==> config.mk <==
export PLATFORM = sky130hd
export DESIGN_NAME = seq_detect_ctrl
export DESIGN_NICKNAME = d
export VERILOG_FILES = /design/src/rtl/seq_detect_ctrl.sv
export SDC_FILE = /design/constraint.sdc
export NUM_CORES = 1
export LEC_CHECK = 0
export CAP_MARGIN = 30
export CORE_MARGIN = 4
export CORE_UTILIZATION = 46
export DETAILED_ROUTE_END_ITERATION = 8
export GPL_TIMING_DRIVEN = 1
export PLACE_DENSITY = 0.78
export REMOVE_ABC_BUFFERS = 1
export SYNTH_ARGS = -nofsm -noshare
export SYNTH_HDL_FRONTEND = slang
export SYNTH_SLANG_ARGS = --single-unit
==> constraint.sdc <==
create_clock -name clk -period 2.08 [get_ports clk]
set_input_delay 0.416 -clock clk [delete_from_list [all_inputs] [get_ports clk]]
set_output_delay 0.416 -clock clk [all_outputs]
set_load 0.05 [all_outputs]
==> src/rtl/seq_detect_ctrl.sv <==
// seq_detect_ctrl
// Frame controller in front of a serial pattern detector. It holds a
// programmable pattern/mask and arms on a start command. It then shifts a
// fixed-length frame of serial bits through a WIDTH-bit window. It reports
// each match, a saturating match count and the index of the first match.
// All results are held until the next start.
//
// Ports
//   clk          rising-edge clock
//   reset        asynchronous active-high reset, clears all state
//   cfg_we       load cfg_pattern/cfg_mask (only in IDLE or DONE)
//   cfg_pattern  pattern; bit WIDTH-1 = newest bit, bit 0 = oldest
//   cfg_mask     1 = compare bit, 0 = don't care
//   start        begin a frame (only in IDLE or DONE)
//   frame_len    bits in the frame, sampled on an accepted start
//   sin          serial data bit
//   sin_valid    sin is valid this cycle
//   busy         high while scanning
//   done         high while holding the results of a finished frame
//   match_pulse  one cycle per detected match
//   match_count  matches in the current/last frame, saturating
//   first_pos    index of the bit completing the first match, all-ones if none
//   overflow     sticky: match_count saturated during this frame
module seq_detect_ctrl #(
    parameter int WIDTH = 3,
    parameter int CNTW  = 8,
    parameter int MCW   = 8
) (
    input  logic             clk,
    input  logic             reset,
    input  logic             cfg_we,
    input  logic [WIDTH-1:0] cfg_pattern,
    input  logic [WIDTH-1:0] cfg_mask,
    input  logic             start,
    input  logic [CNTW-1:0]  frame_len,
    input  logic             sin,
    input  logic             sin_valid,
    output logic             busy,
    output logic             done,
    output logic             match_pulse,
    output logic [MCW-1:0]   match_count,
    output logic [CNTW-1:0]  first_pos,
    output logic             overflow
);

    typedef enum logic [1:0] {IDLE, SCAN, DONE} state_t;

    localparam int FW = $clog2(WIDTH + 1);
    localparam logic [FW-1:0] FILL_FULL = FW'(WIDTH);

    state_t           state;
    logic [WIDTH-1:0] pattern;
    logic [WIDTH-1:0] mask;
    logic [WIDTH-1:0] window;
    logic [FW-1:0]    fill;
    logic [CNTW-1:0]  index;
    logic [CNTW-1:0]  len;

    logic [WIDTH-1:0] win_next;
    logic [FW-1:0]    fill_next;
    logic             hit;
    logic             last_bit;

    // Saturating increment. The count sticks at all-ones.
    function automatic logic [MCW-1:0] sat_inc(input logic [MCW-1:0] v);
        return (&v) ? v : v + MCW'(1);
    endfunction

    // The decision for the bit being accepted this cycle uses the window as it
    // will be after the shift, so a match is reported on the same edge.
    always_comb begin
        win_next  = {sin, window[WIDTH-1:1]};
        fill_next = (fill == FILL_FULL) ? fill : fill + FW'(1);
        hit       = (fill_next == FILL_FULL) &&
                    ((win_next & mask) == (pattern & mask));
        last_bit  = (index == len - CNTW'(1));
    end

    always_ff @(posedge clk or posedge reset) begin
        if (reset) begin
            state       <= IDLE;
            pattern     <= '1;
            mask        <= '1;
            window      <= '0;
            fill        <= '0;
            index       <= '0;
            len         <= '0;
            busy        <= 1'b0;
            done        <= 1'b0;
            match_pulse <= 1'b0;
            match_count <= '0;
            first_pos   <= '1;
            overflow    <= 1'b0;
        end else begin
            match_pulse <= 1'b0;
            case (state)
                IDLE, DONE: begin
                    // Config and start can share an edge. The new pattern
                    // sits in its registers before the first bit is scanned.
                    if (cfg_we) begin
                        pattern <= cfg_pattern;
                        mask    <= cfg_mask;
                    end
                    if (start) begin
                        match_count <= '0;
                        overflow    <= 1'b0;
                        first_pos   <= '1;
                        window      <= '0;
                        fill        <= '0;
                        index       <= '0;
                        len         <= frame_len;
                        if (frame_len == '0) begin
                            state <= DONE;
                            busy  <= 1'b0;
                            done  <= 1'b1;
                        end else begin
                            state <= SCAN;
                            busy  <= 1'b1;
                            done  <= 1'b0;
                        end
                    end
                end
                SCAN: begin
                    if (sin_valid) begin
                        window <= win_next;
                        fill   <= fill_next;
                        index  <= index + CNTW'(1);
                        if (hit) begin
                            match_pulse <= 1'b1;
                            match_count <= sat_inc(match_count);
                            if (&match_count) begin
                                overflow <= 1'b1;
                            end
                            if (&first_pos) begin
                                first_pos <= index;
                            end
                        end
                        if (last_bit) begin
                            state <= DONE;
                            busy  <= 1'b0;
                            done  <= 1'b1;
                        end
                    end
                end
                default: begin
                    state <= IDLE;
                    busy  <= 1'b0;
                    done  <= 1'b0;
                end
            endcase
        end
    end

endmodule
==> metrics.txt <==
status=finished, final reports clean; Rows=26; total global-route track usage=0.1751; Sink Count=47; Die Height=82.20 um; Starting Density=0.4865; share of cells above drive strength 1=0.2038; CP Class=flip-flop to output port; DPL Wire Length=3.980 mm; Synth Area per Inst=9.740 um^2; Switching Power=2.012 mW; grt ovf=0; worst slack at placement=-0.1285 ns; TritonCTS Buffers=5; core area=0.005205 mm^2; # DRC=0; fin crit share=0.9522; crit path max fanout=7; Pwr Total=4.589 mW; Critical Path Source=match_count[3]; Synth top area share=0.3261; synth top area cells=dfrtp_1 33%, dfstp_2 15%, nand2_1 5.3%, xor2_1 4.5%, mux2i_1 4.0%; Iter 0 DRT Violations=109; Switching Fraction=0.4385; Max stage delay on crit path=0.83 ns; IO buf count=39; ant diodes=0; crit path cell chain=clkdlybuf4s50_1; Max Cap Violations=0; vias in the first global route=2027; leak pwr=1.510 nW; number of iterations in the first detailed-routing pass=4; Yosys warnings=0; worst skew pair latency=0.30 ns; PwrDens=1429 mW/mm^2; Worst setup SP type=flip-flop; CP Capture Type=output port; Post-synth top flop=dfrtp_1; Vias=2067; critical path's slowest cell=clkdlybuf4s50_1; mapped cell area=0.002532 mm^2; root buffer cell=clkbuf_8; Tmin final=1.981 ns; VDD IR max=1109 uV; Setup-failing EPs final=0; Clock Pin Slew Worst Setup and Hold Paths=0.08 ns; worst r2r src=len[1]; Post-synth EDFFs=0; placed cells=376; Clk pwr share=0.124; initial antenna violation count=0; share of synthesized registers carrying an async set or reset=1.000; Multi-input gate area=0.001247 mm^2; Core Util, Final=0.6168; Slew Viols, Final=0; Slew headroom=0.6573; Non-Filler Instances=384; most common cell in the netlist=nand2_1; Hold Vio Cnt, Final=0; CTS tree=yes; hold_ws=0.4639 ns; cell taking the most area after synthesis=dfrtp_1; CTS Buffer Depth=2; commonest cells in the synthesized netlist=36 x nand2_1, 33 x dfrtp_1, 24 x nor2_1; first-pass GRT wire length=9.087 mm; IO Pins=40; number of buffers and inverters on the critical path=1; DR vias/cell=5.383; post-DR wirelength/cell=14.02 um; Logic pwr share=0.512; Flop pwr share=0.364; DRT antenna net count=0; Post-Synthesis Cells=260; Fillers=459; FF/Latch Area=0.001194 mm^2; Int Pwr=2.577 mW; Peak Freq=504.9 MHz; Final nets=336; unrepaired setup endpoints after global routing=no; Hold WC Path Type=input pin to async pin; CP top delay family=buffers and inverters; crit path DAT=1.56 ns; final worst setup slack=0.09939 ns; Post-CTS Setup Bufs=0; CP required=1.66 ns; die area=0.006756 mm^2; H-Tree Level Count=2; #FFs+latches synth=47; final WL=5.385 mm; largest net degree at the start of global routing=48; Slew @ Worst Pin=0.5133 ns; gpl congestion=0.8934; Seq/Total Area, Yosys=0.4713; Unique masters post-synth=51; Layout Skew=0.004603 ns; Area Overhead vs Synth=26.78%; Die Width=82.20 um
## flip-flops by register name, indices dropped and copies added (netlist names), 2 cells and up
signal       cells
fill             2
first_pos        8
index            8
len              8
mask             3
match_count      8
pattern          3
window           2
## worst paths after layout
kind,slack (ns),endpoint,cells past startpoint
setup / recovery,0.1,match_count[3],1
hold / removal,0.46,index[7],3
setup reg to reg,0.15,state[0],7
hold reg to reg,0.48,first_pos[1],2
max in group asynchronous,1.35,pattern[0],3
min in group clk,0.48,first_pos[1],2
## cells in the final DEF (no fill, tap or decap), drive strengths merged, types with 7 or more instances in the layout
cell,netlist,routed
clkbuf,11,7
nand3,12,12
buf,1,27
dfrtp,33,33
nor2,24,24
a21oi,8,8
dfstp,14,14
mux2i,10,10
xor2,14,14
nand4,7,7
nand2,37,37
inv,16,15
o21ai,7,7
clkdlybuf4s50,0,29
## cells by family after synthesis
logic type / Yosys count / share of synthesized area
muxes: 16 / 0.06621
xor gates and xnor gates: 20 / 0.07214
adders and majority gates: 3 / 0.01482
buffers and inverters: 28 / 0.04200
AOI/OAI and AO/OA: 42 / 0.1324
and+or+nand+nor: 104 / 0.2011
DFF: 47 / 0.4713
## per-layer routing
layer / routed length (um) / track usage / vias up
met4: 115 / 0.06312 / 0
met2: 2619 / 0.2989 / 55
met5: 0 / 0 / -
met1: 2340 / 0.2146 / 998
met3: 310 / 0.04121 / 10
li1: - / - / 1004
## area by class of cell
type	instances	share of cell area
sequential	47	0.3718
multi-input combinational	185	0.3885
clock inverter	1	0.001559
clock buffer	7	0.02689
inverter	16	0.01871
tap	70	0.02728
timing repair buffer	58	0.1652
## power groups by stage
stage               Combinational (mW)  Sequential (mW)  Clock, mW
floorplan                         1.20             2.03          0
global placement                  2.26             1.68          0
detailed placement                2.33             1.69          0
CTS                               2.34             1.67      0.588
global route                      2.57             1.73      0.629
finish                            2.35             1.67      0.569
## metrics by stage
| stage | instance area [um^2] | setup TNS (ns) |
|---|---|---|
| 2_1_floorplan | 2486 | -0.6079 |
| 3_3_place_gp | 3099 | -0.7701 |
| 3_5_place_dp | 3099 | -0.9742 |
| 4_1_cts | 3191 | 0 |
| 5_1_grt | 3211 | 0 |
| 6_report | 3211 | 0 |
## what timing repair did
item                                    CTS  global route
resized for setup                         0             4
endpoints found under the setup margin    0             5
hold buffers                              0             0
No activity file was read; power rests on OpenSTA's default activity.
==> patch: new RTL, config.mk and constraints unchanged <==
Set the parameter `MCW` to 16 (it was 8).
--- a/src/rtl/seq_detect_ctrl.sv
+++ b/src/rtl/seq_detect_ctrl.sv
@@ -24,7 +24,7 @@
 module seq_detect_ctrl #(
     parameter int WIDTH = 3,
     parameter int CNTW  = 8,
-    parameter int MCW   = 8
+    parameter int MCW   = 16
 ) (
     input  logic             clk,
     input  logic             reset,
Interface: changed (resized match_count); port bits go from 40 to 48. The function was not compared with the original's and may differ.
==> patch against the original RTL <==
  * Via count grew 18%
  * Hold slack gained 2.1 ps
  * Final cell count grew 13%
  * Routed wire length grew 27%
  * Sequential share of layout area grew 0.13 points
  * Highest routed layer unchanged
  * Critical path depth grew 1
  * Worst setup slack lost 32 ps
  * Sequential cell count grew 7
  * Design area grew 14%
  * Area after synthesis grew 13%
  * Global-route usage grew 0.92 points
  * Core utilization shrank 0.45 points
  * Power grew 4.5%
  * Register-to-register slack lost 60 ps
==> patch: results (changes against the original RTL) <==
TOTAL_INSTANCE_COUNT_AFTER_DETAILED_PLACEMENT=420  # +12%
GLOBALPLACE.CONGESTION=0.884  # -1.0%
SYNTHESIS.INSTANCES=290  # +12%
FIN_HOLD_WS_PS=466  # +2.14 ps
CLOCK_INPUT_TRANSITION_AT_THE_SEQUENTIAL_CELLS_OF_THE_WORST_SETUP_AND_HOLD_PATHS_PS=90
STATUS='finished clean'
CTS_BUFFERS=5  # unchanged
CTS_HTREE_LEVELS=2  # unchanged
VIAS_PER_CELL=5.66  # +5.2%
CP_DATA_ARRIVAL_TIME_PS=1600  # +40 ps
DESIGN.FINAL.NETS=379  # +13%
MAX_FLOP_REGISTER='match_count'
TOP_CELL_TYPES_BY_OCCURRENCE_AFTER_SYNTHESIS='46 x sky130_fd_sc_hd__nand2_1, 40 x sky130_fd_sc_hd__dfrtp_1, 15 x sky130_fd_sc_hd__a21oi_1, 15 x sky130_fd_sc_hd__nor2_1'
FINAL.FILL_COUNT=502  # +9.4%
PROPORTION_OF_LAYOUT_CELLS_WITH_A_DRIVE_SUFFIX_ABOVE_1_PCT=22.1  # +1.7 points
POWER.NET_SWITCHING_mW=2.05  # +1.9%
SYNTH-MAIN-FF-CELL='sky130_fd_sc_hd__dfrtp_1'
DPL_WORST_SLACK_PS=-299  # -170 ps
CLOCKBUFFERDEPTH=2  # unchanged
FIRST_GLOBAL_VIAS=2424  # +20%
POWER.LEAKAGE_nW=1.57  # +4.1%
CRIT_PATH_MAX_FANOUT=6  # -1
PIN_COUNT_OF_THE_BIGGEST_NET_ENTERING_GLOBAL_ROUTING=55  # +15%
GRT_FIRST_PASS_WIRELENGTH_MM=11.2  # +24%
NUMBER_OF_SYNTHESIS_WARNINGS=0  # unchanged
PEAKVDDDROP_mV=0.817  # -26%
ANTENNA_CELLS=0  # unchanged
WORST_PIN_SLEW_PS=578  # +64.8 ps
SYNTH_TOP_CELLS_BY_AREA='sky130_fd_sc_hd__dfrtp_1 35%, sky130_fd_sc_hd__dfstp_2 13%, sky130_fd_sc_hd__nand2_1 6.0%'
R2R_CELLS=7  # unchanged
FIN_CRIT_SH_PCT=96.7  # +1.5 points
NUMPORTBUFFERS=47  # +21%
GRT_ANTENNA_BEFORE_REPAIR=0  # unchanged
DETAIL_ROUTE.FIRST_PASS.ITERATIONS=4  # unchanged
SYNTH.LIB_CELLS_USED.DISTINCT=44  # -14%
RRSETUPSLACK_PS=90  # -60 ps
FIN_SKEW_PS=10.1  # +5.53 ps
GRT_USAGE_PCT=18.4  # +0.92 points
FLIP_FLOP_COUNT_OF_THE_LARGEST_REGISTER_ALL_COPIES_AND_WORDS_ADDED=16
PLACE_AREA_UM2=3500  # +13%
SYNTH.YOSYS.SEQ_AREA_SHARE_PCT=47.9  # +0.72 points
DP_HPWL_MM=4.78  # +20%
DRT_WL_TOTAL_MM=6.83  # +27%
HOLDCRITPATHCLASS='input port to asynchronous set/reset pin'
DRT_ITER0_DRC=108  # -0.92%
ROUTEDWLPERCELL_UM=15.8  # +13%
ASYNCSETRESETFLOPFRACSYNTH_PCT=100  # unchanged
## patch: power by group through the flow
stage / registers, mW / logic, mW / clock network, mW
floorplan: 2.26 / 1.04 / 0
global placement: 1.83 / 2.14 / 0
detailed placement: 1.85 / 2.20 / 0
CTS: 1.83 / 2.22 / 0.629
global route: 1.90 / 2.55 / 0.660
finish: 1.84 / 2.35 / 0.606
## patch: area by class of cell
class                      count  area [um2]  share of cell area (%)
multi-input combinational    214        1440                    39.3
sequential                    54        1370                    37.3
timing repair buffer          70         633                    17.3
tap                           75        93.8                    2.56
clock buffer                   7        86.3                    2.35
inverter                      11        41.3                    1.13
clock inverter                 1        5.00                   0.136
## patch: cell families (layout without fill, tap and decap cells)
kind of cell	count (synthesis)	after routing	synth area share (%)
fa+ha+maj	3	3	1.31
compound gates	52	53	12.5
mux	16	16	6.21
xor+xnor	20	20	6.12
simple gates	122	122	22.2
buf+inv	23	89	3.81
flops	54	54	47.9
## patch: worst max-delay path, cell delays in order, from the launching register on
cell and delay, ps:
sky130_fd_sc_hd__dfrtp_1 350, sky130_fd_sc_hd__buf_4 140, sky130_fd_sc_hd__clkdlybuf4s50_1 800
## patch: worst paths after layout
| check | start | endpoint |
|---|---|---|
| setup / recovery | match_count[2] | match_count[2] |
| hold reg to reg | fill[0] | fill[0] |
| hold / removal | reset | match_pulse |
| min in group clk | fill[0] | fill[0] |
| max in group asynchronous | reset | first_pos[0] |
| setup reg to reg | pattern[0] | first_pos[6] |
## patch: routing by layer
metal	part of all wire, %	wire (um)	track usage, %
met5	0	0	0
met4	0.67	46	3.68
met3	4.5	309	3.31
met2	51	3460	32.5
met1	44	3020	23.7
## patch: what timing repair did
action	CTS	global route
setup buffers	0	3
gates resized for setup	0	8
hold buffers	0	0
endpoints found under the setup margin	0	22
